==> src/rtl/program_loader_pkg.sv <==
// rtl/program_loader_pkg.sv - loader state encoding and sizing constants (LOADER_CHECKSUM_EN adds ST_CHK)
package loader_pkg;

   localparam int LOADER_NUM_WORDS = 256;
   localparam int LEN_BYTES        = 2;

   typedef enum logic [2:0] {
      ST_IDLE   = 3'd0,
      ST_LEN_LO = 3'd1,
      ST_LEN_HI = 3'd2,
      ST_DATA   = 3'd3,
`ifdef LOADER_CHECKSUM_EN
      ST_CHK    = 3'd4,
`endif
      ST_DONE   = 3'd5,
      ST_ERR    = 3'd6
   } state_e;

endpackage

==> src/rtl/program_loader_if.sv <==
// rtl/program_loader_if.sv - byte stream in, instruction-memory write port out
interface program_loader_if #(
   parameter int ADDR_W = 32
);
   logic              in_valid;
   logic [7:0]        in_data;
   logic              in_ready;
   logic              imem_we;
   logic [ADDR_W-1:0] imem_addr;
   logic [31:0]       imem_wdata;

   modport master (
      output in_valid, in_data,
      input  in_ready, imem_we, imem_addr, imem_wdata
   );

   modport slave (
      input  in_valid, in_data,
      output in_ready, imem_we, imem_addr, imem_wdata
   );
endinterface

==> src/rtl/program_loader_word_packer.sv <==
// rtl/program_loader_word_packer.sv - little-endian byte-to-word packer
module word_packer (
   input  logic        clk,
   input  logic        reset,
   input  logic        clear,
   input  logic        byte_valid,
   input  logic [7:0]  byte_data,
   input  logic [1:0]  byte_idx,
   output logic [31:0] word,
   output logic        word_valid
);
   logic [23:0] lo_q, lo_d;

   always_comb begin
      lo_d = lo_q;
      if (clear) begin
         lo_d = '0;
      end else if (byte_valid) begin
         case (byte_idx)
            2'd0:    lo_d[7:0]   = byte_data;
            2'd1:    lo_d[15:8]  = byte_data;
            2'd2:    lo_d[23:16] = byte_data;
            default: lo_d        = lo_q;
         endcase
      end
   end

   // The 4th byte is passed straight through so the word is complete on its handshake.
   assign word       = {byte_data, lo_q};
   assign word_valid = byte_valid && (byte_idx == 2'd3);

   always_ff @(posedge clk or negedge reset) begin
      if (!reset) begin
         lo_q <= '0;
      end else begin
         lo_q <= lo_d;
      end
   end
endmodule

==> src/rtl/program_loader.sv <==
// rtl/program_loader.sv - byte-stream program loader into instruction memory (LOADER_CHECKSUM_EN adds XOR checksum)
module program_loader
   import loader_pkg::*;
#(
   parameter int NUM_WORDS = LOADER_NUM_WORDS,
   parameter int ADDR_W    = 32
) (
   input  logic            clk,
   input  logic            reset,
   input  logic            start,
   program_loader_if.slave bus,
   output logic            core_hold,
   output logic            busy,
   output logic            done,
   output logic            error
);
   localparam int CNT_W = $clog2(NUM_WORDS + 1);
   localparam int LEN_W = 8 * LEN_BYTES;

   state_e            state_q, state_d;
   logic [7:0]        len_lo_q, len_lo_d;
   logic [LEN_W-1:0]  len_q, len_d;
   logic [CNT_W-1:0]  word_cnt_q, word_cnt_d;
   logic [1:0]        byte_cnt_q, byte_cnt_d;
   logic              imem_we_q, imem_we_d;
   logic [ADDR_W-1:0] imem_addr_q, imem_addr_d;
   logic [31:0]       imem_wdata_q, imem_wdata_d;
`ifdef LOADER_CHECKSUM_EN
   logic [7:0]        chk_q, chk_d;
`endif

   logic              in_ready;
   logic              hs;
   logic              data_hs;
   logic              clear;
   logic              last_word;
   logic [LEN_W-1:0]  len_rx;
   logic [31:0]       packed_word;
   logic              word_valid;

   always_comb begin
      in_ready = (state_q == ST_LEN_LO) || (state_q == ST_LEN_HI) || (state_q == ST_DATA)
`ifdef LOADER_CHECKSUM_EN
                 || (state_q == ST_CHK)
`endif
                 ;
   end

   assign hs        = bus.in_valid && in_ready;
   assign data_hs   = hs && (state_q == ST_DATA);
   assign len_rx    = {bus.in_data, len_lo_q};
   assign last_word = (int'(word_cnt_q) + 1) == int'(len_q);

   word_packer u_packer (
      .clk        (clk),
      .reset      (reset),
      .clear      (clear),
      .byte_valid (data_hs),
      .byte_data  (bus.in_data),
      .byte_idx   (byte_cnt_q),
      .word       (packed_word),
      .word_valid (word_valid)
   );

   always_comb begin
      state_d      = state_q;
      len_lo_d     = len_lo_q;
      len_d        = len_q;
      word_cnt_d   = word_cnt_q;
      byte_cnt_d   = byte_cnt_q;
      imem_we_d    = 1'b0;
      imem_addr_d  = imem_addr_q;
      imem_wdata_d = imem_wdata_q;
      clear        = 1'b0;
`ifdef LOADER_CHECKSUM_EN
      chk_d        = chk_q;
`endif
      case (state_q)
         ST_IDLE, ST_DONE, ST_ERR: begin
            if (start) begin
               state_d    = ST_LEN_LO;
               word_cnt_d = '0;
               byte_cnt_d = '0;
               clear      = 1'b1;
`ifdef LOADER_CHECKSUM_EN
               chk_d      = '0;
`endif
            end
         end
         ST_LEN_LO: begin
            if (hs) begin
               len_lo_d = bus.in_data;
               state_d  = ST_LEN_HI;
            end
         end
         ST_LEN_HI: begin
            if (hs) begin
               len_d = len_rx;
               if (len_rx == '0) begin
                  state_d = ST_DONE;
               end else if (int'(len_rx) > NUM_WORDS) begin
                  state_d = ST_ERR;
               end else begin
                  state_d = ST_DATA;
               end
            end
         end
         ST_DATA: begin
            if (hs) begin
               byte_cnt_d = byte_cnt_q + 2'd1;
`ifdef LOADER_CHECKSUM_EN
               chk_d      = chk_q ^ bus.in_data;
`endif
               // Word count is bounded by len <= NUM_WORDS, so the address never wraps.
               if (word_valid) begin
                  imem_we_d    = 1'b1;
                  imem_addr_d  = ADDR_W'({word_cnt_q, 2'b00});
                  imem_wdata_d = packed_word;
                  word_cnt_d   = word_cnt_q + CNT_W'(1);
                  if (last_word) begin
`ifdef LOADER_CHECKSUM_EN
                     state_d = ST_CHK;
`else
                     state_d = ST_DONE;
`endif
                  end
               end
            end
         end
`ifdef LOADER_CHECKSUM_EN
         ST_CHK: begin
            if (hs) begin
               state_d = (bus.in_data == chk_q) ? ST_DONE : ST_ERR;
            end
         end
`endif
         default: state_d = ST_IDLE;
      endcase
   end

   always_ff @(posedge clk or negedge reset) begin
      if (!reset) begin
         state_q      <= ST_IDLE;
         len_lo_q     <= '0;
         len_q        <= '0;
         word_cnt_q   <= '0;
         byte_cnt_q   <= '0;
         imem_we_q    <= 1'b0;
         imem_addr_q  <= '0;
         imem_wdata_q <= '0;
`ifdef LOADER_CHECKSUM_EN
         chk_q        <= '0;
`endif
      end else begin
         state_q      <= state_d;
         len_lo_q     <= len_lo_d;
         len_q        <= len_d;
         word_cnt_q   <= word_cnt_d;
         byte_cnt_q   <= byte_cnt_d;
         imem_we_q    <= imem_we_d;
         imem_addr_q  <= imem_addr_d;
         imem_wdata_q <= imem_wdata_d;
`ifdef LOADER_CHECKSUM_EN
         chk_q        <= chk_d;
`endif
      end
   end

   assign bus.in_ready   = in_ready;
   assign bus.imem_we    = imem_we_q;
   assign bus.imem_addr  = imem_addr_q;
   assign bus.imem_wdata = imem_wdata_q;
   assign busy           = in_ready;
   assign done           = (state_q == ST_DONE);
   assign error          = (state_q == ST_ERR);
   assign core_hold      = (state_q != ST_DONE);
endmodule
==> src/flat_wrapper.sv <==
// flat-port wrapper written by rule: the top's interface ports become plain ports
module program_loader_flat import loader_pkg::*;
#(
   parameter int NUM_WORDS = LOADER_NUM_WORDS,
   parameter int ADDR_W    = 32
)
  (clk, reset, start, core_hold, busy, done, error, bus_in_valid, bus_in_data, bus_in_ready, bus_imem_we, bus_imem_addr, bus_imem_wdata);
  program_loader_if #(.ADDR_W(ADDR_W)) bus_i ();
  input  logic clk;
  input  logic reset;
  input  logic start;
  output logic core_hold;
  output logic busy;
  output logic done;
  output logic error;
  input wire logic [$bits(bus_i.in_valid)-1:0] bus_in_valid;
  input wire logic [$bits(bus_i.in_data)-1:0] bus_in_data;
  output wire logic [$bits(bus_i.in_ready)-1:0] bus_in_ready;
  output wire logic [$bits(bus_i.imem_we)-1:0] bus_imem_we;
  output wire logic [$bits(bus_i.imem_addr)-1:0] bus_imem_addr;
  output wire logic [$bits(bus_i.imem_wdata)-1:0] bus_imem_wdata;
  assign bus_i.in_valid = bus_in_valid;
  assign bus_i.in_data = bus_in_data;
  assign bus_in_ready = bus_i.in_ready;
  assign bus_imem_we = bus_i.imem_we;
  assign bus_imem_addr = bus_i.imem_addr;
  assign bus_imem_wdata = bus_i.imem_wdata;
  program_loader #(.NUM_WORDS(NUM_WORDS), .ADDR_W(ADDR_W)) u_core (.clk(clk), .reset(reset), .start(start), .bus(bus_i), .core_hold(core_hold), .busy(busy), .done(done), .error(error));
endmodule
==> config.mk <==
export PLATFORM = sky130hd
export DESIGN_NAME = program_loader_flat
export DESIGN_NICKNAME = d
export VERILOG_FILES = /design/src/rtl/program_loader_pkg.sv /design/src/rtl/program_loader_if.sv /design/src/rtl/program_loader_word_packer.sv /design/src/rtl/program_loader.sv /design/src/flat_wrapper.sv
export SDC_FILE = /design/constraint.sdc
export NUM_CORES = 1
export LEC_CHECK = 0
export ABC_CLOCK_PERIOD_IN_PS = 4250
export CAP_MARGIN = 15
export CORE_ASPECT_RATIO = 1.25
export CORE_MARGIN = 8
export CORE_UTILIZATION = 54
export DETAILED_ROUTE_END_ITERATION = 6
export DONT_BUFFER_PORTS = 1
export PLACE_DENSITY = 0.66
export SETUP_SLACK_MARGIN = 0.02
export SLEW_MARGIN = 30
export SYNTH_ARGS = -nofsm -noshare
export SYNTH_HDL_FRONTEND = slang
export SYNTH_SLANG_ARGS = --single-unit
==> constraint.sdc <==
create_clock -name clk -period 4.25 [get_ports clk]
set_input_delay 0.85 -clock clk [delete_from_list [all_inputs] [get_ports clk]]
set_output_delay 0.85 -clock clk [all_outputs]
set_load 0.02 [all_outputs]
==> results of run 1 <==
## state kept, by name, summed over array words and instances (netlist names)
register,cells
u_core.bus.imem_addr,9
u_core.bus.imem_wdata,32
u_core.bus.imem_we,1
u_core.byte_cnt_q,2
u_core.len_lo_q,8
u_core.len_q,16
u_core.state_q,3
u_core.u_packer.lo_q,24
u_core.word_cnt_q,9
## worst max-delay path: cells and delay by family (launching register included)
family	cells	cell delay [ps]
buf+inv	1	160
flops	1	570
compound gates	1	710
## worst paths after layout
| path | slack, ps | end | cells after the start |
|---|---|---|---|
| max | 1590 | bus_in_ready | 2 |
| min | 170 | u_core.bus.imem_wdata[19] | 0 |
| max reg2reg | 1910 | u_core.state_q[2] | 7 |
| min reg2reg | 480 | u_core.bus.imem_wdata[5] | 2 |
| max in group asynchronous | 3930 | u_core.byte_cnt_q[0] | 0 |
| min in group clk | 480 | u_core.bus.imem_wdata[5] | 2 |
## cell families after synthesis
group	Yosys count	synth area share
AOI/OAI and AO/OA	67	0.0834
muxes	42	0.0980
other	1	0.000779
buffers and inverters	60	0.0717
xor gates and xnor gates	9	0.0164
DFF	104	0.541
and+or+nand+nor	186	0.176
adders and majority gates	5	0.0130
## synthesized netlist by cell type (5+ instances only)
cell type  number
o31ai_1         6
buf_4          26
inv_1           8
xnor2_1         5
and3_1          9
nand2_1       115
o21ai_0        15
ha_1            5
nand3_1        28
a21oi_1        31
dfrtp_1       104
clkbuf_1       18
nor4_1          5
nor2_1         11
mux2_2         41
## where the power goes
part           leakage (nW)  internal, mW  total (mW)  switching [mW]
Sequential             1.39          1.26        1.52           0.268
Combinational         0.913         0.349       0.738           0.390
Clock                0.0842         0.235       0.545           0.310
Total                  2.39          1.84        2.81           0.968
## metal layers
layer / up-vias / global-route usage / part of all wire
met1: 1561 / 0.218 / 0.42
met4: 0 / 0.0616 / 0.014
met2: 80 / 0.282 / 0.50
met3: 9 / 0.0525 / 0.066
li1: 1524 / - / -
met5: - / 0 / 0
## final cells by class
type | instances | area, um2
clock buffers | 12 | 155
clock inverters | 1 | 5.00
fillers | 812 | 3730
inverters | 8 | 30.0
multi-input cells | 332 | 1950
flip-flops and latches | 104 | 2600
well taps | 120 | 150
repair buffers | 4 | 30.0
==> results.py, run 1 <==
metrics = {
    "logic_synthesis": {
        "ys.flop_type": "dfrtp_1",
        "yosysTopAreaCell": "dfrtp_1",
        "yosysTopAreaCellShare": 0.541,
        "syn_area_mm2": 0.00481,
        "synth_edf_count": 0,
        "yosys_warnings": 0,
        "seq_area_frac_synth": 0.541,
        "synth_area_leaders": "dfrtp_1, mux2_2, nand2_1",
        "yosysUniqueCellTypes": 47,
        "synth_seq_cells": 104,
        "synthArstFlopShare": 1.00,
        "avgSynthCellArea_um2": 10.2,
        "syn-instance-count": 474,
    },
    "worst_setup_path": {
        "crit_path_end_kind": "primary output",
        "cp.arrival_ps": 1810,
        "worstPathCellList": "inv_1 -> a21oi_1",
        "reg2reg_from": "u_core.word_cnt_q[0]",
        "start_kind": "flop",
        "cpMaxStageDelayCell": "a21oi_1",
        "cp-startpoint": "u_core.state_q[0]",
        "max_stage_delay_ps": 710,
        "worstPathMaxFanout": 13,
        "critPathKind": "reg2out",
        "cp.required_ps": 3400,
    },
    "finish": {
        "final_cell_area_mm2": 0.00493,
        "drive_above_1_share": 0.137,
        "area_delta_synth_final_pct": 2.34,
        "final_cell_mix": "nand2_1, dfrtp_1, mux2_2, a21oi_1, nand3_1",
        "nNetsFinal": 476,
        "fin_util": 0.569,
        "final_common_cell": "nand2_1",
        "layout.cells.non_filler": 581,
        "n_antenna_cell": 0,
    },
    "clocking": {
        "cts_setup_buffers": 0,
        "holdBufCountCts": 0,
        "cts_num_sinks": 104,
        "path_clk_slew_ps": 90,
        "cts_tree": "done",
        "cts.repair.resized": 0,
        "clock_path_buffers": 2,
        "cts_buffers": 9,
        "htree_levels": 3,
        "clk_latency_ps": 370,
        "cts_root_buf": "clkbuf_8",
    },
    "sta": {
        "rsz0062_at_grt": "no",
        "fin_worst_hold_slack_ps": 169,
        "fin_crit_sh": 0.626,
        "tightest_slew_ps": 844,
        "slew_violations": 0,
        "min_period_ps": 2660,
        "fmax_mhz": 376,
        "fin_skew_ps": 7.74,
        "fin_ws_ps": 1590,
        "fin_setup_tns_ps": 0,
        "setup_viol": 0,
        "relSlewSlack": 0.439,
        "hold_violations": 0,
    },
    "drt": {
        "vias": 3174,
        "viasPerCell": 5.46,
        "routedWlPerCell_um": 17.0,
        "first_pass_iters": 4,
        "ant_nets": 0,
        "drtIter0Drc": 145,
        "wl_um": 9850,
        "drc": 0,
    },
    "grt": {
        "track_usage": 0.175,
        "antenna_found_initial": 0,
        "grt_pass1_wl_um": 16800,
        "overflow": 0,
        "grt_max_degree": 105,
        "grt_pass1_vias": 3158,
    },
    "place": {
        "numPlacedInstances": 568,
        "place_congestion": 0.788,
        "hpwl_um": 6630,
        "place_area_mm2": 0.00477,
        "dp_slack_ps": 1640,
        "portBuffers": 0,
    },
    "floorplan": {
        "rows": 38,
        "die_w_um": 100,
        "core_area_mm2": 0.00865,
        "io_pins": 82,
        "die_h_um": 122,
        "initial_core_util": 0.556,
        "die_area_mm2": 0.0122,
    },
    "job": {
        "maxCapViolCount": 0,
    },
    "run_status": {
        "outcome": "finished, final reports clean",
    },
    "power_and_ir_drop": {
        "leakage_nw": 2.39,
        "powerDensity_mw_per_mm2": 570,
        "irDropWorstVdd_mv": 0.371,
        "power_mw": 2.81,
    },
    "hold_path": {
        "hp-class": "in2async",
    },
}
Power figures use the tool's default switching activity.
==> run 2, diff against run 1 <==
ABC_CLOCK_PERIOD_IN_PS = 2560   (was 4250)
clock period = 2.56 ns   (was 4.25 ns; I/O delays follow)
==> results.py, run 2 (synthesis results as in run 1) <==
metrics = {
    "run_status": {
        "outcome": "finished, violations left",
        "violations": "hold timing",
    },
    "place": {
        "hpwl_um": 6950,
        "place_congestion": 0.811,
        "portBuffers": 0,
        "dp_slack_ps": 369,
    },
    "sta": {
        "fin_crit_sh": 0.869,
        "fin_worst_hold_slack_ps": -176,
        "fmax_mhz": 449,
        "relSlewSlack": 0.672,
        "fin_ws_ps": 335,
        "fin_skew_ps": 13.8,
        "min_period_ps": 2230,
        "rsz0062_at_grt": "no",
        "setup_viol": 0,
        "tightest_slew_ps": 488,
        "hold_violations": 104,
        "fin_setup_tns_ps": 0,
        "slew_violations": 0,
    },
    "grt": {
        "grt_pass1_wl_um": 16600,
        "track_usage": 0.174,
        "antenna_found_initial": 0,
        "overflow": 0,
        "grt_max_degree": 105,
        "grt_pass1_vias": 3187,
    },
    "floorplan": {
        "die_w_um": 100,
        "rows": 38,
        "die_area_mm2": 0.0122,
        "io_pins": 82,
        "initial_core_util": 0.556,
        "die_h_um": 122,
        "core_area_mm2": 0.00865,
    },
    "drt": {
        "ant_nets": 0,
        "vias": 3123,
        "drtIter0Drc": 124,
        "first_pass_iters": 4,
        "wl_um": 10200,
        "viasPerCell": 5.31,
        "drc": 0,
        "routedWlPerCell_um": 17.4,
    },
    "clocking": {
        "path_clk_slew_ps": 100,
        "cts_setup_buffers": 0,
        "cts_buffers": 9,
        "clock_path_buffers": 2,
        "clk_latency_ps": 370,
        "cts_root_buf": "clkbuf_8",
        "cts_num_sinks": 104,
        "cts_tree": "done",
        "htree_levels": 3,
    },
    "finish": {
        "area_delta_synth_final_pct": 4.32,
        "largest_register_ffs": 32,
        "fin_util": 0.580,
        "final_cell_mix": "nand2_1, dfrtp_1, mux2_2, a21oi_1, nand3_1",
        "final_common_cell": "nand2_1",
        "nNetsFinal": 480,
        "drive_above_1_share": 0.147,
        "n_antenna_cell": 0,
    },
    "worst_setup_path": {
        "critical_path.most_common_cell": "and3_1",
        "cpMaxStageDelayCell": "dfrtp_1",
        "worstPathMaxFanout": 7,
        "cp.arrival_ps": 2530,
        "start_kind": "flop",
        "cp.required_ps": 2870,
        "max_stage_delay_ps": 470,
        "path_buf_inv": 0,
        "cpLargestDelayFamily": "simple AND/OR/NAND/NOR gates",
        "critPathKind": "reg2reg",
        "crit_path_end_kind": "flop",
        "worstPathCellList": "ha_1 -> and3_1 -> and3_1 -> a21boi_0 -> mux2i_1 -> nor4_2 -> o221a_1",
    },
    "power_and_ir_drop": {
        "irDropWorstVdd_mv": 0.672,
        "powerDensity_mw_per_mm2": 981,
        "power_mw": 4.93,
        "leakage_nw": 2.43,
    },
    "hold_path": {
        "hp-class": "in2async",
    },
    "job": {
        "maxCapViolCount": 0,
    },
}
[run 2: cell count changes in the layout (fill, tap and decap cells not counted), sizes merged]
cell / change
clkinv: +1
clkinvlp: +1
buf: +4
clkbuf: -1
bufinv: +2
[run 2: timing repair]
action / 4_1_cts / 5_1_grt
setup endpoints to repair: 0 / 0
hold endpoints to repair: 104 / 104
resized for setup: 0 / 0
[run 2: per-stage QoR]
step           hold slack, ps  instance area (um2)  std cells
2_1_floorplan             216                 4900        496
3_3_place_gp              222                 4810        572
3_5_place_dp              221                 4810        572
4_1_cts                  -191                 5020        588
5_1_grt                  -202                 5020        588
6_report                 -176                 5020        588
[run 2: path summary, 6_finish.rpt]
path,slack [ps],endpoint,start,cells after the start
hold reg to reg,470,u_core.bus.imem_wdata[18],u_core.u_packer.lo_q[18],2
setup / recovery,330,u_core.state_q[2],u_core.word_cnt_q[0],7
setup reg to reg,330,u_core.state_q[2],u_core.word_cnt_q[0],7
min in group clk,270,u_core.u_packer.lo_q[21],bus_in_data[5],2
hold / removal,-180,u_core.bus.imem_wdata[23],reset,0
max in group asynchronous,2610,u_core.bus.imem_wdata[17],reset,0
[run 2: cell type report]
class / count / area, um2
fillers: 791 / 3630
flip-flops and latches: 104 / 2600
multi-input cells: 332 / 1950
well taps: 120 / 150
clock buffers: 11 / 131
clock inverters: 5 / 81.3
repair buffers: 8 / 72.6
inverters: 8 / 30.0
[run 2: where the power goes]
group	internal, mW	switching [mW]	leakage (nW)
clock network	0.552	0.550	0.104
logic	0.607	0.671	0.938
registers	2.08	0.462	1.39
[run 2: per-layer routing]
layer / track usage / routed length (um) / vias to the layer above / part of all wire
met3: 0.0451 / 588 / 12 / 0.057
met5: 0 / 0 / - / 0
li1: - / - / 1534 / -
met4: 0.0654 / 148 / 0 / 0.014
met2: 0.295 / 5250 / 59 / 0.51
met1: 0.207 / 4260 / 1518 / 0.42
